[src/rtl/uart_pkg.sv]
// Shared UART definitions: transmitter/receiver state encoding and default
// oversampling timing.
package uart_pkg;

  typedef enum logic [1:0] {
    IDLE  = 2'b00,
    START = 2'b01,
    DATA  = 2'b10,
    STOP  = 2'b11
  } tx_state_t;

  localparam int OVERSAMPLE_DEF = 16;
  localparam int SB_TICKS_DEF   = 16;

  // Tick counter must hold the longer of a data bit and the stop period.
  function automatic int tick_width(input int os, input int sb);
    return $clog2((os > sb) ? os : sb);
  endfunction

endpackage

[src/rtl/uart_tx_hold.sv]
// One-entry holding register that queues the next byte while a frame is
// on the line; ready is derived purely from the registered valid flag.
module uart_tx_hold #(
  parameter int WIDTH = 8
) (
  input  logic             clk,
  input  logic             rst_n,
  input  logic             wr_en,
  input  logic [WIDTH-1:0] wr_data,
  input  logic             rd_en,
  output logic             hold_valid,
  output logic [WIDTH-1:0] hold_data,
  output logic             ready
);

  always_ff @(posedge clk or negedge rst_n) begin
    if (!rst_n) begin
      hold_valid <= 1'b0;
      hold_data  <= '0;
    end else if (wr_en) begin
      hold_valid <= 1'b1;
      hold_data  <= wr_data;
    end else if (rd_en) begin
      hold_valid <= 1'b0;
    end
  end

  assign ready = !hold_valid;

endmodule

[src/rtl/uart_tx_buffered.sv]
// 8N1 UART transmitter paced by the 16x baud tick, with a one-entry holding
// register so consecutive frames leave the pin with no idle gap.
module uart_tx_buffered
  import uart_pkg::*;
#(
  parameter int DATA_BITS  = 8,
  parameter int OVERSAMPLE = OVERSAMPLE_DEF,
  parameter int SB_TICKS   = SB_TICKS_DEF
) (
  input  logic                 clk,
  input  logic                 rst_n,
  input  logic                 baud,
  input  logic                 tx_start,
  input  logic [DATA_BITS-1:0] d_in,
  output logic                 tx,
  output logic                 tx_ready,
  output logic                 tx_busy,
  output logic                 tx_done
);

  localparam int SW = tick_width(OVERSAMPLE, SB_TICKS);
  localparam int NW = $clog2(DATA_BITS);
  localparam logic [SW-1:0] BIT_LAST  = SW'(OVERSAMPLE - 1);
  localparam logic [SW-1:0] STOP_LAST = SW'(SB_TICKS - 1);
  localparam logic [NW-1:0] N_LAST    = NW'(DATA_BITS - 1);

  tx_state_t            state;
  logic [SW-1:0]        s;
  logic [NW-1:0]        n;
  logic [DATA_BITS-1:0] shift_reg;
  logic                 hold_valid;
  logic [DATA_BITS-1:0] hold_data;
  logic                 accept;
  logic                 bit_end;
  logic                 stop_end;
  logic                 hold_wr;
  logic                 hold_rd;

  assign accept   = tx_start && tx_ready;
  assign bit_end  = baud && (s == BIT_LAST);
  assign stop_end = baud && (s == STOP_LAST);

  // A write on the final stop tick with the hold empty goes straight to the shifter.
  assign hold_wr = accept && (state != IDLE) && !((state == STOP) && stop_end);
  assign hold_rd = (state == STOP) && stop_end && hold_valid;

  uart_tx_hold #(
    .WIDTH(DATA_BITS)
  ) u_hold (
    .clk       (clk),
    .rst_n     (rst_n),
    .wr_en     (hold_wr),
    .wr_data   (d_in),
    .rd_en     (hold_rd),
    .hold_valid(hold_valid),
    .hold_data (hold_data),
    .ready     (tx_ready)
  );

  // tx is loaded with the level of the state being entered, so the pin
  // changes on the same edge as the state register.
  always_ff @(posedge clk or negedge rst_n) begin
    if (!rst_n) begin
      state     <= IDLE;
      s         <= '0;
      n         <= '0;
      shift_reg <= '0;
      tx        <= 1'b1;
      tx_busy   <= 1'b0;
      tx_done   <= 1'b0;
    end else begin
      tx_done <= 1'b0;
      unique case (state)
        IDLE: begin
          tx <= 1'b1;
          if (accept) begin
            shift_reg <= d_in;
            s         <= '0;
            state     <= START;
            tx        <= 1'b0;
            tx_busy   <= 1'b1;
          end
        end
        START: begin
          if (baud) begin
            if (bit_end) begin
              s     <= '0;
              n     <= '0;
              state <= DATA;
              tx    <= shift_reg[0];
            end else begin
              s <= s + SW'(1);
            end
          end
        end
        DATA: begin
          if (baud) begin
            if (bit_end) begin
              s         <= '0;
              shift_reg <= shift_reg >> 1;
              if (n == N_LAST) begin
                state <= STOP;
                tx    <= 1'b1;
              end else begin
                n  <= n + NW'(1);
                tx <= shift_reg[1];
              end
            end else begin
              s <= s + SW'(1);
            end
          end
        end
        STOP: begin
          if (baud) begin
            if (stop_end) begin
              s       <= '0;
              tx_done <= 1'b1;
              if (hold_valid) begin
                shift_reg <= hold_data;
                state     <= START;
                tx        <= 1'b0;
              end else if (accept) begin
                shift_reg <= d_in;
                state     <= START;
                tx        <= 1'b0;
              end else begin
                state   <= IDLE;
                tx_busy <= 1'b0;
              end
            end else begin
              s <= s + SW'(1);
            end
          end
        end
      endcase
    end
  end

endmodule

[config.mk]
export PLATFORM = sky130hd
export DESIGN_NAME = uart_tx_buffered
export DESIGN_NICKNAME = d
export VERILOG_FILES = /design/src/rtl/uart_pkg.sv /design/src/rtl/uart_tx_hold.sv /design/src/rtl/uart_tx_buffered.sv
export SDC_FILE = /design/constraint.sdc
export NUM_CORES = 1
export LEC_CHECK = 0
export BUFFER_PORTS_ARGS = -buffer_cell sky130_fd_sc_hd__buf_2
export CAP_MARGIN = 20
export CORE_ASPECT_RATIO = 1.75
export CORE_MARGIN = 2
export CORE_UTILIZATION = 55
export CTS_CLUSTER_SIZE = 24
export DETAILED_ROUTE_END_ITERATION = 8
export PLACE_DENSITY = 0.75
export SLEW_MARGIN = 10
export SYNTH_ARGS = -nofsm -noshare
export SYNTH_HDL_FRONTEND = slang
export SYNTH_SLANG_ARGS = --single-unit
[constraint.sdc]
create_clock -name clk -period 2.5 [get_ports clk]
set_input_delay 0.125 -clock clk [delete_from_list [all_inputs] [get_ports clk]]
set_output_delay 0.125 -clock clk [all_outputs]
set_load 0.01 [all_outputs]
==> summary.md, run 1 <==
The library cell used most frequently in the layout, excluding fill and tap cells, is dfrtp_1. The tools report the final net count as 173. The run gives 156 as the synthesized netlist net count. After detailed routing, the number of remaining DRC violations is 0.

The origin of the worst min-delay path is d_in[0]. The tool flagged a number of max-cap violations equal to 0. A synthesized cell averages 11.01 um2.

The portion of synthesized area spent on multiplexers is 8.797%. The tools report the standby leakage power as 0.7971 nW. After clock tree synthesis, the clock-pin slew on the worst setup and hold paths is 0.06 ns. The number of buffer cells added on primary ports is 15.

The tools report the kind of end point of the critical path as a flop. The final RePlAce weighted congestion is 0.7927, and the relative area change from synthesis to final layout is 13.78%. The synthesized netlist devotes 0.5809% of its cell area to XOR and XNOR gates.

Counting the fill cells in the layout gives 203. The number of synthesized register bits is 29, and the cell area after technology mapping is 1508 um2. After floorplanning, the core was divided into 25 placement rows. The synthesized design spends more area on one cell type than any other, namely dfrtp_1.

The die covers 3193 um2. The data arrival time of the worst path was 2.20 ns; the clock latency on the worst-skew pair was 0.28 ns. Setup repair after global routing left no endpoint under its margin. The run gives 2.66 ns as the critical path data required time.

Once detail routing completed, the nets flagged for antenna violations numbered 0. The number of violations reported at the end of detailed-routing iteration 0 is 70. In this run the worst path has a maximum fanout of 12. The run gives 0 as the initial antenna violation count. The top cell types in the final layout, fill and taps aside, are dfrtp_1, nand2_1, buf_2, o21ai_0. Wires add up to 3.244 mm. For this block, the via count after detailed routing is 1134.

Once the floorplan was initialized, standard cells occupied 56.71% of the core. The logs give 0.7922 mW for the switching power and 0.08597 ns for the worst hold slack across all endpoints. The adder-cell area share of the yosys netlist is 5.809%, and the distinct cell type count after synthesis is 37. The largest single stage delay on the critical path is 0.43 ns. Per report_power, the sequential group accounts for 37.5% of the total. The clock drives 29 sinks. Static timing analysis puts the maximum clock frequency at 490.9 MHz. Net switching is 36.30% of the power.

The count of pins over their slew limit was 0; the setup total negative slack was 0 ns. Across the routed clock network, the largest skew measured is 0.006072 ns. The simple-gate portion of the synthesized area came out at 9.627%. The top-area cell type share of the netlist area came out at 46.47%. Entering global routing, the biggest net connects 30 pins. STA classifies the critical path startpoint as a flop.

For the number of buffers on the longest clock path, the log shows 2. Setup violations remaining at the end of the flow were counted as 0. The routed design could run at a clock period as short as 2.037 ns.

Destination of the worst register-to-register timing path: u_hold.hold_data[4]. During I/O placement, the number of pins put on the boundary was 16. After detailed routing, the average wire length per cell comes to 17.82 um. The tools report the count of TritonRoute iterations in the first routing pass as 5.

For this run, the number of standard cells in the final layout without fillers is 182. The tools report the worst vdd rail ir drop as 923.6 uV. The quantity of hold-fixing buffers added after cts is 1. The dominant register cell in the synthesized netlist is dfrtp_1. TritonCTS built the clock tree.

The tools report the combined global-route utilization of all metal layers as 22.75%. Traced cell by cell, the critical path runs through ha_1 > and4_4 > and2_4 > nor3_4 > mux2_2. Sequential elements use 48.22% of the synthesized area.

After global routing the overflow that remains totals 0. Of the available clock period, the critical path in the final layout requires 81.48%. The number of post-CTS setup repair buffers came out at 0. Power spread over the standard cell area amounts to 1272 nW/um2.

Measured against its own limit, the worst slew margin works out to 56.99%. Timing analysis after detailed placement gives a worst setup slack of 0.4631 ns. The number of antenna diodes in the final layout is 0.

For the combinational share of power, the log shows 39.7%. Setup slack closes at 0.4629 ns. Counting flops with a built-in enable in the synthesized netlist gives 0. The internal portion of the total power is 1.390 mW. The clock network is responsible for 22.8% of the overall power. Startpoint-to-endpoint class of the critical path: flop to flop. Post-synthesis cell count: 137. The cell sitting at the root of the clock tree is a clkbuf_8.

The main combinational cell family by area after synthesis was compound AO/OA/AOI/OAI gates. Summing the areas of all compound-gate instances in the mapped netlist gives 23.15% of the synthesized area. For this run, asynchronously set or reset flops after synthesis account for 100.0%.

The setup check on the worst reg-to-reg path leaves a slack of 0.46 ns. In this run, post-CTS repair resized a total of 0 instances. For the pin with the worst max-slew slack, the measured transition is 0.6452 ns.

The path with the worst hold slack has its endpoint at u_hold.hold_data[0]. Counting instances, the worst hold path has a depth of 2. The die is 43.58 um wide. The standard cell with the maximum stage delay on the critical path was dfrtp_1. The number of H-tree branching levels is 2, and the die span in y is 73.26 um. The class of the tightest hold or removal check is input pin to flop. The run gives 2659 um2 as the core area. The number of CTS-inserted buffers came out at 5. Dividing the detail-routed via count by the number of cells gives 6.231. After legalization and detailed placement, the total HPWL measured 2.333 mm.

The hold violation total from the final report is 0. The flow ran to the end, and the final reports show no timing, DRC or antenna violations. By area the synthesized netlist is led by dfrtp_1, mux2_2, ha_1.

During synthesis, Yosys emitted a total of 0 warnings. The number of placed instances, taps included, is 173. The share of final-layout standard cells stronger than drive strength 1 is 24.52%, and the global-route wire length before repair is 5.326 mm. The launch instance of the worst register-to-register path was s[0]. The via count of the first global-routing pass is 1180, and the cell count of the worst reg-to-reg path is 5.
[power by group through the flow]
stage / Combinational, mW / Sequential (mW) / Clock [mW]
after CTS: 0.873 / 0.815 / 0.508
final: 0.867 / 0.817 / 0.498
after global placement: 0.826 / 0.802 / 0
after detailed placement: 0.862 / 0.822 / 0
after floorplan: 0.658 / 0.779 / 0
after global routing: 0.958 / 0.838 / 0.527
[stage by stage]
step	total power, mW	utilization [%]	area (um2)
after floorplan	1.438	-	1508
after global placement	1.628	59.76	1589
after detailed placement	1.684	59.76	1589
after CTS	2.197	64.52	1715
after global routing	2.323	64.52	1715
final	2.182	64.52	1715
[Yosys cell counts, types with 2 or more instances]
master and number:
a21oi_1 4, clkbuf_1 5, nor2_1 9, o21bai_1 2
mux2_2 9, a31oi_1 2, o21ai_0 10, a22o_1 3
nand2_1 15, a222oi_1 7, mux2i_1 2, dfrtp_1 28
ha_1 7, inv_1 4, o2bb2ai_1 8
[routing by layer]
| metal | GRT usage (%) | vias to the layer above | part of all wire, % |
|---|---|---|---|
| met5 | 0 | - | 0 |
| met4 | 10.77 | 0 | 1.8 |
| met3 | 4.423 | 6 | 2.9 |
| met2 | 41.34 | 26 | 57 |
| met1 | 24.19 | 560 | 38 |
| li1 | - | 542 | - |
[critical path, delay by kind of cell, from the launching register on]
kind | cells | cell delay [ns]
adder cells (fa/ha/maj) | 1 | 0.24
flip-flops | 1 | 0.43
multiplexers | 1 | 0.39
AND/OR/NAND/NOR | 3 | 0.85
[worst max path at each step]
stage          start                  end  depth (start not counted)
5_1_grt         s[0]  u_hold.hold_data[2]                          5
6_report        s[0]  u_hold.hold_data[4]                          5
4_1_cts         s[0]  u_hold.hold_data[4]                          5
3_3_place_gp    s[0]  u_hold.hold_data[3]                          5
3_5_place_dp    s[0]  u_hold.hold_data[4]                          5
2_1_floorplan   s[0]  u_hold.hold_data[1]                          5
[kinds of logic after synthesis]
family	count (synthesis)
AO/OA/AOI/OAI	46
multiplexers	12
buffers and inverters	12
flip-flops	29
AND/OR/NAND/NOR	30
adder cells (fa/ha/maj)	7
XOR/XNOR	1
[final cells by class]
| class | count | area (um2) | area share (%) |
|---|---|---|---|
| clock buffer | 7 | 86.33 | 5.033 |
| timing repair buffer | 18 | 100.1 | 5.835 |
| sequential | 29 | 726.9 | 42.38 |
| inverter | 4 | 15.01 | 0.8753 |
| multi-input combinational | 96 | 723.2 | 42.16 |
| tap | 27 | 33.78 | 1.969 |
| clock inverter | 1 | 30.03 | 1.751 |
Power figures use the tool's default switching activity.
==> inputs of run 2 (changes only) <==
ABC_AREA = 1   (was not set)
clock period = 2 ns   (was 2.5 ns; I/O delays follow)
==> run 2 against run 1 <==
- combinational power up 34%
- clock skew down 0.0036 ns
- first-iteration DRC count down 44%
- count of clock-buffer cells in the layout up 1
- setup slack worse by 0.047 ns
- register-to-register slack worse by 0.05 ns
- highest routed layer unchanged
==> summary.md, run 2 <==
The flow ran to the end, and the final reports show no timing, DRC or antenna violations. After synthesis, the cell types taking the most area are dfrtp_1, nand2_1, nand3_1. The Yosys step of the flow raised 0 warnings.

The part of the power in the clock network is 19.6%, and the switching portion of total power is 43.70%. The run gives 27 as the number of cell rows. Each instance of the synthesized netlist takes up on average 7.583 um2. The final period utilization works out to 79.21%.

Clock tree synthesis selected as its root buffer the cell clkbuf_8. The total power divided by cell area came out at 1302 nW/um2. TritonCTS built the clock tree. For this design the top-level I/O count stands at 16. Area of the die: 3670 um2.

Summed over its instances, the top area cell type makes up 40.00% of the synthesized netlist area. The commonest cells after synthesis are nand2_1, dfrtp_1, inv_1. The number of buffer cells added on primary ports came out at 15.

Compared with the post-synthesis result, the final layout area differs by 11.86%. Startpoint type of the worst setup path: a flop. The total wirelength of the detailed-routed design is 3.803 mm, and the sequential-to-total area share from yosys stat is 41.50%. Among all stages on the critical path, the largest delay is contributed by dfrtp_1. The number of post-CTS setup repair buffers came out at 0. The floorplan step set the die height to 78.66 um. For the number of H-tree branching levels, the log shows 2. Worst slew margin relative to its limit: 55.88%. The region available for standard cell placement spans 3108 um2. Along the worst path, the maximum fanout reaches 6.

For this run, asynchronously set or reset flops after synthesis account for 100.0%. The leading cell type in the layout, fill and taps excluded was nand2_1. The post-route antenna net violation count was 0.

The number of clock buffers added by TritonCTS is 5. For this configuration, the core starts out at a cell density of 56.36%. Once layout is complete, the utilization of the core stands at 63.04%.

Post-detailed-route via-to-cell ratio: 5.085. The global-route wire length before repair came out at 6.748 mm. Summing every instance area after synthesis gives 1752 um2. Broken down by cell family, the worst path's largest delay share belongs to simple AND/OR/NAND/NOR gates.

Summed over all nets, the switching power comes to 1.115 mW. The residual overflow from global routing was 0; the count of TritonRoute iterations in the first routing pass was 4. The cell-internal power came out at 1.437 mW.

The antenna diode instance count was 0. The tools report the hold violation total from the final report as 0. The logs give 0 for the count of pins over their slew limit and 0 for the number of cells upsized or downsized after cts. The number of synthesized register bits was 29; the final net count was 270.

The cell count after synthesis came out at 231. VDD sags by at most 663.8 uV. CTS saw 29 sinks. At the pin with the least slew margin, the transition time is 0.6618 ns. The tools report the detailed-placement wirelength estimate as 2.808 mm. The startpoint-to-endpoint class of the critical path is flop to flop.

Measured along the x axis, the die boundary spans 46.66 um. The final RePlAce weighted congestion was 0.9170; the clock transition at the register clock pins on the worst setup and hold paths after CTS was 0.06 ns. Data arrives at the worst endpoint at 1.76 ns. Summed over all instances, the cell type with the most area after synthesis is dfrtp_1. Dividing the detail-routed wire length by the instance count gives 12.89 um. The share of total power dissipated in sequential elements is 35.1%. The clock arrives with 0.002440 ns of skew. Counting tap cells, the placed design contains a total of 286 instances. The setup total negative slack was 0 ns.

The number of violations reported at the end of detailed-routing iteration 0 came out at 39. Setup violations remaining at the end of the flow were counted as 0. The tools report the number of design rule violations left after detail routing as 0. For this run, the top clock speed supported by timing is 631.2 MHz.

Leaving out fill and tap cells, the most frequent cells in the layout are nand2_1, dfrtp_1, inv_1, nand3_1, o21ai_0. The combined global-route utilization of all metal layers is 25.61%, and the final non-filler cell total is 295. Combinational cells account for 45.4% of the total power. The path class of the tightest hold or removal check is input pin to flop. Counting flops with a built-in enable in the synthesized netlist gives 0.

Counting I/O delays and the setup requirement, the final critical path takes 1.584 ns. Initial antenna violation count: 0. The netlist uses 27 different library cells. Across the run, the number of max-cap violations was 0.

The detailed router placed 1500 vias in this run. The clock reaches the later pin of the worst-skew pair after 0.28 ns. The critical path data required time was 2.17 ns. Counting both buffers and inverters, the worst setup path holds a total of 2. The largest stage delay on the critical path is 0.41 ns. Traced cell by cell, the critical path runs through inv_1 > ha_1 > inv_1 > nor2_1 > nor2_1 > nand3_1 > nand2_1 > nand2_1. The post-route netlist has 17.86% of its cells at a drive strength greater than 1. The pin count of the biggest net entering global routing was 30; the standby leakage power was 1.069 nW. The number of buffers on the longest clock path came out at 2.

The tools report the via count of the first global-routing pass as 1597. Kind of end point of the critical path: a flop. Setup repair after global routing left no endpoint under its margin. Synthesis produced a netlist with a net count of 250. Among all flip-flop cells after synthesis, the most frequent one is dfrtp_1. In the post-synthesis netlist, the cell with the most instances is nand2_1. On the final layout, the worst hold slack is 0.08031 ns.
## run 2: cell count changes after synthesis, sizes merged, moves of 3 or more
cell,delta
and2,-3
inv,+26
o21bai,-3
nand3,+21
o2bb2ai,-8
nor2,+6
mux2,-9
o21ai,+9
o211ai,+3
a222oi,-7
clkbuf,-5
nand2,+78
## run 2: power by group through the flow
stage               clock [mW]  combinational, mW  sequential, mW
finish                   0.500               1.16           0.895
global route             0.538               1.34           0.912
CTS                      0.515               1.17           0.893
detailed placement           0               1.16           0.901
global placement             0               1.15           0.896
floorplan                    0              0.891           0.877
## run 2: cells by family after synthesis
kind of cell / after synthesis / share of synthesized area [%]
simple gates: 131 / 34.36
flops: 29 / 41.50
compound gates: 28 / 9.929
mux: 1 / 0.6428
buf+inv: 34 / 8.071
xor+xnor: 1 / 0.5001
fa+ha+maj: 7 / 5.000
## run 2: path summary, 6_finish.rpt
| path | from | to | slack (ns) | cells past startpoint |
|---|---|---|---|---|
| worst max-delay path | state[0] | state[0] | 0.42 | 8 |
| worst min-delay path | d_in[0] | u_hold.hold_data[0] | 0.08 | 3 |
| worst max register to register | state[0] | state[0] | 0.42 | 8 |
| worst min register to register | tx | tx | 0.48 | 2 |
| max in group asynchronous | rst_n | tx_done | 1.19 | 2 |
| min in group asynchronous | rst_n | u_hold.hold_valid | 0.38 | 2 |
## run 2: timing repair
| item | 4_1_cts | 5_1_grt |
|---|---|---|
| endpoints found under the setup margin | 0 | 0 |
| hold buffers | 1 | 0 |
| endpoints found under the hold margin | 28 | 0 |
## run 2: metrics by stage
stage                     setup slack [ns]  total power [mW]  instance area (um2)
final                               0.4157             2.552                 1959
after global routing                0.2347             2.788                 1959
after CTS                           0.3879             2.577                 1959
after detailed placement            0.4166             2.063                 1859
after global placement              0.4569             2.042                 1859
after floorplan                     0.5512             1.767                 1752
## run 2: area by class of cell
class | instances | area, um2
multi-input combinational | 168 | 883.3
fill | 306 | 1149
sequential | 29 | 726.9
inverter | 30 | 112.6
timing repair buffer | 17 | 92.59
clock buffer | 8 | 90.09
tap | 43 | 53.80
## run 2: tightest hold or removal path, cell delays in order
cell	delay (ns)
buf_2	0.09
inv_1	0.07
o21ai_2	0.06
## run 2: per-layer routing
layer  up-vias  GRT usage, %  part of all wire, %
met4         0         16.67                  2.7
met5         -             0                    0
li1        769             -                    -
met1       691         27.41                   39
met2        29         43.19                   56
met3        11         4.368                  3.1
